**src/rtl/alu_pipe_if.sv**
```systemverilog
// Command/response bundle between the system controller and alu_pipe.
// The master drives operands and the command; the slave (ALU) returns results.
interface alu_pipe_if #(
  parameter int DATA_WIDTH     = 8,
  parameter int SELECTION_LINE = 4
);
  logic [DATA_WIDTH-1:0]     A;
  logic [DATA_WIDTH-1:0]     B;
  logic [SELECTION_LINE-1:0] ALU_FUN;
  logic                      Enable;
  logic                      In_Ready;
  logic [2*DATA_WIDTH-1:0]   ALU_OUT;
  logic                      OUT_Valid;
  logic                      Carry;
  logic                      Zero;
  logic                      Div_Err;

  modport master (
    output A, B, ALU_FUN, Enable,
    input  In_Ready, ALU_OUT, OUT_Valid, Carry, Zero, Div_Err
  );

  modport slave (
    input  A, B, ALU_FUN, Enable,
    output In_Ready, ALU_OUT, OUT_Valid, Carry, Zero, Div_Err
  );
endinterface

```
**src/rtl/alu_pipe.sv**
```systemverilog
// Pipelined ALU: single-cycle ops, full-width multiply, iterative restoring divider.
// state | meaning
// IDLE  | ready; non-divide ops and divide-by-zero complete on the accept edge
// DIV   | one restoring shift/subtract step per edge, DATA_WIDTH steps total
module alu_pipe #(
  parameter int DATA_WIDTH     = 8,
  parameter int SELECTION_LINE = 4
) (
  input logic      CLK,
  input logic      RST,
  alu_pipe_if.slave bus
);
  localparam int W  = DATA_WIDTH;
  localparam int CW = $clog2(DATA_WIDTH + 1);

  typedef enum logic {IDLE, DIV} state_t;
  state_t state, state_nx;

  logic [2*W-1:0] out_q;
  logic           valid_q, carry_q, zero_q, err_q;
  logic [W-1:0]   dvd_q, dvs_q, rem_q;
  logic [CW-1:0]  cnt;

  logic           accept, legal, div_start;
  logic [3:0]     op;
  logic [W:0]     sum, diff;
  logic [2*W-1:0] op_res;
  logic           op_carry, op_err;
  logic [W:0]     rem_sh;
  logic           ge;
  logic [W-1:0]   rem_nx, quo_nx;

  assign accept    = bus.Enable && (state == IDLE);
  assign legal     = (bus.ALU_FUN >> 4) == '0;
  assign op        = bus.ALU_FUN[3:0];
  assign div_start = legal && (op == 4'b0011) && (bus.B != '0);

  // State register
  always_ff @(posedge CLK) begin
    if (!RST) state <= IDLE;
    else      state <= state_nx;
  end

  // Next-state logic
  always_comb begin
    state_nx = state;
    case (state)
      IDLE: if (accept && div_start) state_nx = DIV;
      DIV:  if (cnt == CW'(W - 1))   state_nx = IDLE;
      default: state_nx = IDLE;
    endcase
  end

  // Output logic
  always_comb begin
    bus.In_Ready = (state == IDLE);
  end

  always_comb begin
    sum      = {1'b0, bus.A} + {1'b0, bus.B};
    diff     = {1'b0, bus.A} - {1'b0, bus.B};
    op_res   = '0;
    op_carry = 1'b0;
    op_err   = 1'b0;
    if (!legal) begin
      op_err = 1'b1;
    end else begin
      case (op)
        4'b0000: begin op_res = {{(W-1){1'b0}}, sum}; op_carry = sum[W]; end
        4'b0001: begin op_res = {{W{1'b0}}, diff[W-1:0]}; op_carry = diff[W]; end
        4'b0010: op_res = {{W{1'b0}}, bus.A} * {{W{1'b0}}, bus.B};
        4'b0011: begin op_res = {bus.A, {W{1'b1}}}; op_err = 1'b1; end
        4'b0100: op_res = {{W{1'b0}}, bus.A & bus.B};
        4'b0101: op_res = {{W{1'b0}}, bus.A | bus.B};
        4'b0110: op_res = {{W{1'b0}}, ~(bus.A & bus.B)};
        4'b0111: op_res = {{W{1'b0}}, ~(bus.A | bus.B)};
        4'b1000: op_res = {{W{1'b0}}, bus.A ^ bus.B};
        4'b1001: op_res = {{W{1'b0}}, ~(bus.A ^ bus.B)};
        4'b1010: op_res = {{(2*W-1){1'b0}}, bus.A == bus.B};
        4'b1011: op_res = {{(2*W-1){1'b0}}, bus.A > bus.B};
        4'b1100: op_res = {{(2*W-1){1'b0}}, bus.A < bus.B};
        4'b1101: begin op_res = {{(W-1){1'b0}}, bus.A, 1'b0}; op_carry = bus.A[W-1]; end
        4'b1110: begin op_res = {{(W+1){1'b0}}, bus.A[W-1:1]}; op_carry = bus.A[0]; end
        default: op_err = 1'b1;
      endcase
    end
  end

  // Restoring step: the quotient bit shifts into the dividend register from the bottom
  always_comb begin
    rem_sh = {rem_q, dvd_q[W-1]};
    ge     = rem_sh >= {1'b0, dvs_q};
    rem_nx = ge ? (rem_sh[W-1:0] - dvs_q) : rem_sh[W-1:0];
    quo_nx = {dvd_q[W-2:0], ge};
  end

  always_ff @(posedge CLK) begin
    if (!RST) begin
      out_q   <= '0;
      valid_q <= 1'b0;
      carry_q <= 1'b0;
      zero_q  <= 1'b0;
      err_q   <= 1'b0;
      dvd_q   <= '0;
      dvs_q   <= '0;
      rem_q   <= '0;
      cnt     <= '0;
    end else begin
      valid_q <= 1'b0;
      if (state == IDLE) begin
        if (accept && div_start) begin
          dvd_q <= bus.A;
          dvs_q <= bus.B;
          rem_q <= '0;
          cnt   <= '0;
        end else if (accept) begin
          out_q   <= op_res;
          carry_q <= op_carry;
          err_q   <= op_err;
          zero_q  <= (op_res == '0);
          valid_q <= 1'b1;
        end
      end else begin
        dvd_q <= quo_nx;
        rem_q <= rem_nx;
        cnt   <= cnt + 1'b1;
        if (cnt == CW'(W - 1)) begin
          out_q   <= {rem_nx, quo_nx};
          carry_q <= 1'b0;
          err_q   <= 1'b0;
          zero_q  <= ({rem_nx, quo_nx} == '0);
          valid_q <= 1'b1;
        end
      end
    end
  end

  assign bus.ALU_OUT   = out_q;
  assign bus.OUT_Valid = valid_q;
  assign bus.Carry     = carry_q;
  assign bus.Zero      = zero_q;
  assign bus.Div_Err   = err_q;
endmodule

```
**src/flat_wrapper.sv**
```systemverilog
// flat-port wrapper written by rule: the top's interface ports become plain ports
module alu_pipe_flat 
#(
  parameter int DATA_WIDTH     = 8,
  parameter int SELECTION_LINE = 4
)
  (CLK, RST, bus_A, bus_B, bus_ALU_FUN, bus_Enable, bus_In_Ready, bus_ALU_OUT, bus_OUT_Valid, bus_Carry, bus_Zero, bus_Div_Err);
  alu_pipe_if #(.DATA_WIDTH(DATA_WIDTH), .SELECTION_LINE(SELECTION_LINE)) bus_i ();
  input logic CLK;
  input logic RST;
  input wire logic [$bits(bus_i.A)-1:0] bus_A;
  input wire logic [$bits(bus_i.B)-1:0] bus_B;
  input wire logic [$bits(bus_i.ALU_FUN)-1:0] bus_ALU_FUN;
  input wire logic [$bits(bus_i.Enable)-1:0] bus_Enable;
  output wire logic [$bits(bus_i.In_Ready)-1:0] bus_In_Ready;
  output wire logic [$bits(bus_i.ALU_OUT)-1:0] bus_ALU_OUT;
  output wire logic [$bits(bus_i.OUT_Valid)-1:0] bus_OUT_Valid;
  output wire logic [$bits(bus_i.Carry)-1:0] bus_Carry;
  output wire logic [$bits(bus_i.Zero)-1:0] bus_Zero;
  output wire logic [$bits(bus_i.Div_Err)-1:0] bus_Div_Err;
  assign bus_i.A = bus_A;
  assign bus_i.B = bus_B;
  assign bus_i.ALU_FUN = bus_ALU_FUN;
  assign bus_i.Enable = bus_Enable;
  assign bus_In_Ready = bus_i.In_Ready;
  assign bus_ALU_OUT = bus_i.ALU_OUT;
  assign bus_OUT_Valid = bus_i.OUT_Valid;
  assign bus_Carry = bus_i.Carry;
  assign bus_Zero = bus_i.Zero;
  assign bus_Div_Err = bus_i.Div_Err;
  alu_pipe #(.DATA_WIDTH(DATA_WIDTH), .SELECTION_LINE(SELECTION_LINE)) u_core (.CLK(CLK), .RST(RST), .bus(bus_i));
endmodule
```
**config.mk**
```make
export PLATFORM = sky130hd
export DESIGN_NAME = alu_pipe_flat
export DESIGN_NICKNAME = d
export VERILOG_FILES = /design/src/rtl/alu_pipe_if.sv /design/src/rtl/alu_pipe.sv /design/src/flat_wrapper.sv
export SDC_FILE = /design/constraint.sdc
export NUM_CORES = 1
export LEC_CHECK = 0
export ABC_AREA = 1
export BUFFER_PORTS_ARGS = -buffer_cell sky130_fd_sc_hd__buf_2
export CORE_MARGIN = 2
export CORE_UTILIZATION = 46
export CTS_CLUSTER_DIAMETER = 30
export DETAILED_ROUTE_END_ITERATION = 8
export PLACE_DENSITY = 0.7
export RECOVER_POWER = 25
export SLEW_MARGIN = 10
export SYNTH_ARGS = -nofsm -noshare
export SYNTH_HDL_FRONTEND = slang
export SYNTH_SLANG_ARGS = --single-unit
```
**constraint.sdc**
```tcl
create_clock -name CLK -period 10.38 [get_ports CLK]
set_clock_uncertainty 0.15 [all_clocks]
set_input_delay 0.519 -clock CLK [delete_from_list [all_inputs] [get_ports CLK]]
set_output_delay 0.519 -clock CLK [all_outputs]
set_load 0.1 [all_outputs]
```
* Yosys cells after proc, flatten, opt, wreduce, memory -nomap -nowiden
Cells that the tools add are included.
** Storage, ports and cells
- Flip-flop bits (word level) :: 49
- Bits in latches :: 0
- Bits in writable memories :: 0
- Bits in read-only memories :: 0
- Bits of input ports :: 23
- Output and inout bits :: 21
- Word-level logic and storage cells :: 87
- Memories :: 0
** Cells by class
- Add/sub/neg operators :: 4
- Multipliers :: 1
- Divide/modulo/power cells :: 0
- Order comparisons :: 3
- Equal/unequal tests :: 18
- Shift-type cells :: 0
- Multiplexer cells :: 32
- Bitwise gates (word level) :: 7
- Reduce and logical (&&, ||, !) cells :: 12
** Operator list (number)
- $pmux W16 S15 :: 1
- $mux W16 :: 4
- $mux W8 :: 5
- $logic_not A16 Y1 :: 2
- $eq A4 B4 Y1 const B :: 7
- $not A8 Y8 :: 3
- $eq A4 B3 Y1 const B :: 5
- $mux W1 :: 18
- $mul A8 B8 Y16 :: 1
- $reduce_or A14 Y1 :: 1
- $add A8 B8 Y9 :: 1
- $ge A9 B8 Y1 :: 1
- $sub A8 B8 Y9 :: 1
- $and A8 B8 Y8 :: 1
- $eq A4 B2 Y1 const B :: 2
- $eq A8 B8 Y1 :: 1
- $gt A8 B8 Y1 :: 1
- $lt A8 B8 Y1 :: 1
- $mux W4 :: 2
- $or A8 B8 Y8 :: 1
- $reduce_bool A8 Y1 :: 1
- $sub A8 B8 Y8 :: 1
- $xor A8 B8 Y8 :: 1
- $add A4 B1 Y4 const B :: 1
- 11 further kinds :: 14

* Depth between registers and ports, before layout
- Depth after elaboration :: 7
- Mapped depth :: 26
- Gate-level depth less buffers :: 25

* Worst setup path after synthesis
Ideal clock, no wire load.
- Kind :: input port to flip-flop
- Start point :: input bus_A[0]
- End point :: register u_core.zero_q (netlist: u_core.bus.Zero)
- Setup time :: 0.071 ns
- Arrival :: 4.327 ns
- Slack :: 5.832 ns
- Stages on the path :: 21
- Buffers on the path :: 1
- Cell sequence :: clkbuf_1 > nand2_1 > fa_1 > fa_1 > inv_1 > fa_1 > inv_1 > fa_1 > inv_1 > ha_1 > nand2_1 > inv_1 > a21oi_1 > nand2_1 > nand2_1 > o21ai_0 > nor2_1 > nand2_1 > nor2_1 > nand3_1 > a21oi_1
** Between the ends
- Longest elaborated chain between the ends :: 7
- Elaborated cells between the ends (all ways) :: 17
- Those cells by class :: add/sub: 2; mul: 1; order compare: 2; eq/ne: 1; mux: 4; bitwise: 6; reduce/logical: 1
** RTL lines
- from (decl) :: RTL line flat_wrapper.sv:11 : input wire logic [$bits(bus_i.A)-1:0] bus_A;
- branches (longest 2 deep; another with $mul A8 B8 Y16)
- $pmux W16 S15 * :: RTL line alu_pipe.sv:68 : case (op)
- $logic_not A16 Y1 * :: RTL line alu_pipe.sv:120 : zero_q <= (op_res == '0);
- $mux W1 * :: RTL line alu_pipe.sv:116 : end else if (accept) begin
- $mux W1 * :: RTL line alu_pipe.sv:111 : if (accept && div_start) begin
- $mux W1 * :: RTL line alu_pipe.sv:110 : if (state == IDLE) begin
- to (signal assigned) :: RTL line alu_pipe.sv:120
- to (signal assigned) :: RTL line alu_pipe.sv:131 : zero_q <= ({rem_nx, quo_nx} == '0);
- to (decl) :: RTL line alu_pipe.sv:20 : logic valid_q, carry_q, zero_q, err_q;
Every way passes the cells marked *. The select of a mux whose other input is x is not followed.
A chain may end at the register's enable or synchronous reset.

* Final worst setup path
- Start point :: input bus_A[4]
- End point :: register u_core.zero_q (netlist: u_core.bus.Zero)
The elaborated chain is that of the path after synthesis.

==> impl_results.md <==
- Antenna violations before repair: 0
- Synth top area cells: nand2_1 (20%), dfxtp_1 (15%), ha_1 (13%), fa_1 (12%), inv_1 (12%)
- WP data required: 10460 ps
- Crit Path Class: input pin to register
- CP Capture Type: register
- First-pass GRT wire length: 31.6 mm
- Post-CTS Setup Bufs: 0
- Area of the multi-input gates: 4630 µm²
- Cell chain of the critical path: buf_2 -> ha_1 -> fa_1 -> fa_1 -> fa_1 -> inv_1 -> fa_1 -> inv_1 -> ha_1 -> nand2_1 -> nor2_1 -> nand3_1 -> nand3_1 -> nand2_1 -> nand3_1 -> nand2_1 -> nor2_1 -> nand2_1 -> nor2_1 -> nand3_1 -> a21oi_1
- Grt ovf: 0
- Normalized max-slew margin: 0.202
- Nature of the critical path startpoint: input pin
- PortBufs: 43
- I/O Pins: 44
- Most numerous cell in the Yosys netlist: nand2_1
- Synthesized net count: 1215
- WP buf/inv: 3
- Critical Path Sink: u_core.bus.Zero
- Die width: 124 µm
- Vias in the first global route: 6269
- Routed WL per cell: 15.2 µm
- All-Layer GR Usage: 0.264
- Post-CTS Resized: 0
- Filler Cell Count: 1463
- Clk sinks: 49
- Die footprint: 15300 µm²
- Inserted Clock Buffers: 5
- Largest net degree at the start of global routing: 32
- EDFF count, synth: 0
- Place WS: 5250 ps
- Tmin final: 4850 ps
- Final Wtd Congestion: 1.06
- Final Hold Vio Count: 0
- Row count: 43
- Fin. max-slew vios: 0
- Fmax: 206 MHz
- Dpl hpwl: 15.4 mm
- #FFs+latches synth: 49
- Crit share post-route: 0.467
- Final setup viols: 0
- Worst Hold Class: register to register
- Post-DRT Antenna Nets: 0
- Worst skew pair latency: 290 ps
- Cell family with most CP delay: adder cells
- Setup WS post-layout: 5530 ps
- WL final: 19.4 mm
- CTS tree: done
- Post-synthesis sequential area ratio: 0.149
- Cells after Synth: 1084
- Via density: 5.33
- Tightest Pin Transition: 1200 ps
- Worst VDD drop: 0.0832 mV
- Post-synth top cells: nand2_1 (346), inv_1 (204), nor2_1 (94)
- Reg area: 981 µm²
- Worst r2r src: u_core.state
- Layout cells sized above 1: 0.0392
- Core area: 13900 µm²
- Cell Pwr Density: 131 nW/µm²
- # nets final: 1228
- Leakage Power: 3.94 nW
- Crit path depth: 21
- Synthesized area: 6580 µm²
- Max incr delay on CP: 550 ps
- Status: finished, final reports clean
- Ys async rst share: 0
- Clock Pin Slew Worst Setup and Hold Paths: 70 ps
- Vias: 6806
- Cells on worst reg2reg path: 7
- Max-Cap Viols: 0
- DRC viols: 0
- Distinct cells, synth: 41
- Initial core utilization: 0.472
- H-tree Lvls: 2
- TritonRoute pass-1 iters: 5
- Synth-to-Final Area Change: 6.14%
- Inserted Diodes: 0
- Most used flip-flop cell after synthesis: dfxtp_1
- Yosys warnings: 0
- Setup TNS: 0 ps
- Top cell type's share of synthesized area: 0.197
- Die Ht: 124 µm
- DRT iter0 DRCs: 636
- RSZ-0062 raised after global routing: no
- Crit path from: bus_A[4]
- Worst Path Max Fanout: 14
- CTS Hold Bufs: 0
- Root buf cell: clkbuf_16
- Longest Clk Path Bufs: 2
- Synth area leader: nand2_1
- Worst EP arrival: 4930 ps
- Crit path max-delay cell type: fa_1
- RR Endpoint: u_core.bus.ALU_OUT[1]
- Synthesized area per cell: 6.07 µm²
- Flop2flop setup slack: 7390 ps
-- metal layers --
layer | vias up | GRT usage | part of all wire
li1 | 3390 | - | -
met4 | 0 | 0.0888 | 0.034
met2 | 281 | 0.422 | 0.44
met1 | 3085 | 0.369 | 0.46
met3 | 50 | 0.0334 | 0.072
met5 | - | 0 | 0
-- report_power, final --
part	switching, mW	internal (mW)
sequential	0.00487	0.196
clock	0.0731	0.114
combinational	0.361	0.166
-- how the worst min path moves through the flow --
stage	start	end	slack [ps]	cells after the start
final	u_core.dvs_q[2]	u_core.dvs_q[2]	320	2
after CTS	u_core.dvs_q[3]	u_core.dvs_q[3]	320	2
after detailed placement	u_core.rem_q[7]	u_core.rem_q[7]	310	2
after floorplan	u_core.dvs_q[2]	u_core.dvs_q[2]	280	2
after global routing	u_core.rem_q[7]	u_core.rem_q[7]	350	2
after global placement	u_core.dvs_q[3]	u_core.dvs_q[3]	300	2
-- per-stage QoR --
| step | cell area, µm² | instances | total power, mW | utilization | hold slack, ps |
|---|---|---|---|---|---|
| floorplan | 6580 | 1084 | 0.608 | - | 283 |
| global placement | 6840 | 1270 | 0.725 | 0.491 | 301 |
| detailed placement | 6840 | 1270 | 0.724 | 0.491 | 311 |
| CTS | 7010 | 1278 | 0.912 | 0.503 | 325 |
| global route | 6990 | 1278 | 1.00 | 0.501 | 355 |
| finish | 6990 | 1278 | 0.915 | 0.501 | 318 |
-- cell families (layout without fill, tap and decap cells) --
kind of cell | count (synthesis) | in the layout | share of synthesized area
compound gates | 125 | 125 | 0.105
simple gates | 549 | 549 | 0.339
buf+inv | 246 | 260 | 0.148
flops | 49 | 49 | 0.149
fa+ha+maj | 108 | 108 | 0.250
xor+xnor | 7 | 7 | 0.00931
-- state kept, by name, summed over array words and instances, names as in the netlist --
register              cells
u_core.bus.Div_Err        1
u_core.cnt                4
u_core.bus.ALU_OUT       16
u_core.bus.OUT_Valid      1
u_core.bus.Carry          1
u_core.state              1
u_core.dvs_q              8
u_core.bus.Zero           1
u_core.dvd_q              8
u_core.rem_q              8
-- worst register-to-register path, cell delays in order (launching register included) --
cell and delay [ps]:
dfxtp_1 900, nor2_1 230, nand2_1 210, nand2_1 620
inv_1 470, nor2_1 100, inv_1 110, o21ai_0 70
-- placed cells by master, fill, tap and decap left out, types with 2 or more instances in the layout --
master	instances
a31oi_1	16
nor2_2	2
nand3_1	79
nor4_1	3
nor3_1	5
xor2_1	4
a21oi_1	45
nand2_1	346
clkbuf_1	17
o211ai_1	7
o22ai_1	2
buf_2	26
a21boi_0	2
inv_1	204
nor2_1	94
nand2_2	2
clkinv_1	2
dfxtp_1	49
inv_2	2
xnor2_1	3
o21ai_0	46
fa_1	39
clkbuf_16	5
ha_1	69
nand4_1	12
-- layout make-up --
type / instances / share of cell area
Multi-Input combinational cell: 789 / 0.663
Sequential cell: 49 / 0.140
Inverter: 208 / 0.112
Tap cell: 180 / 0.0322
Timing Repair Buffer: 44 / 0.0288
Clock buffer: 5 / 0.0179
Clock inverter: 3 / 0.00627
Power figures use the tool's default switching activity.
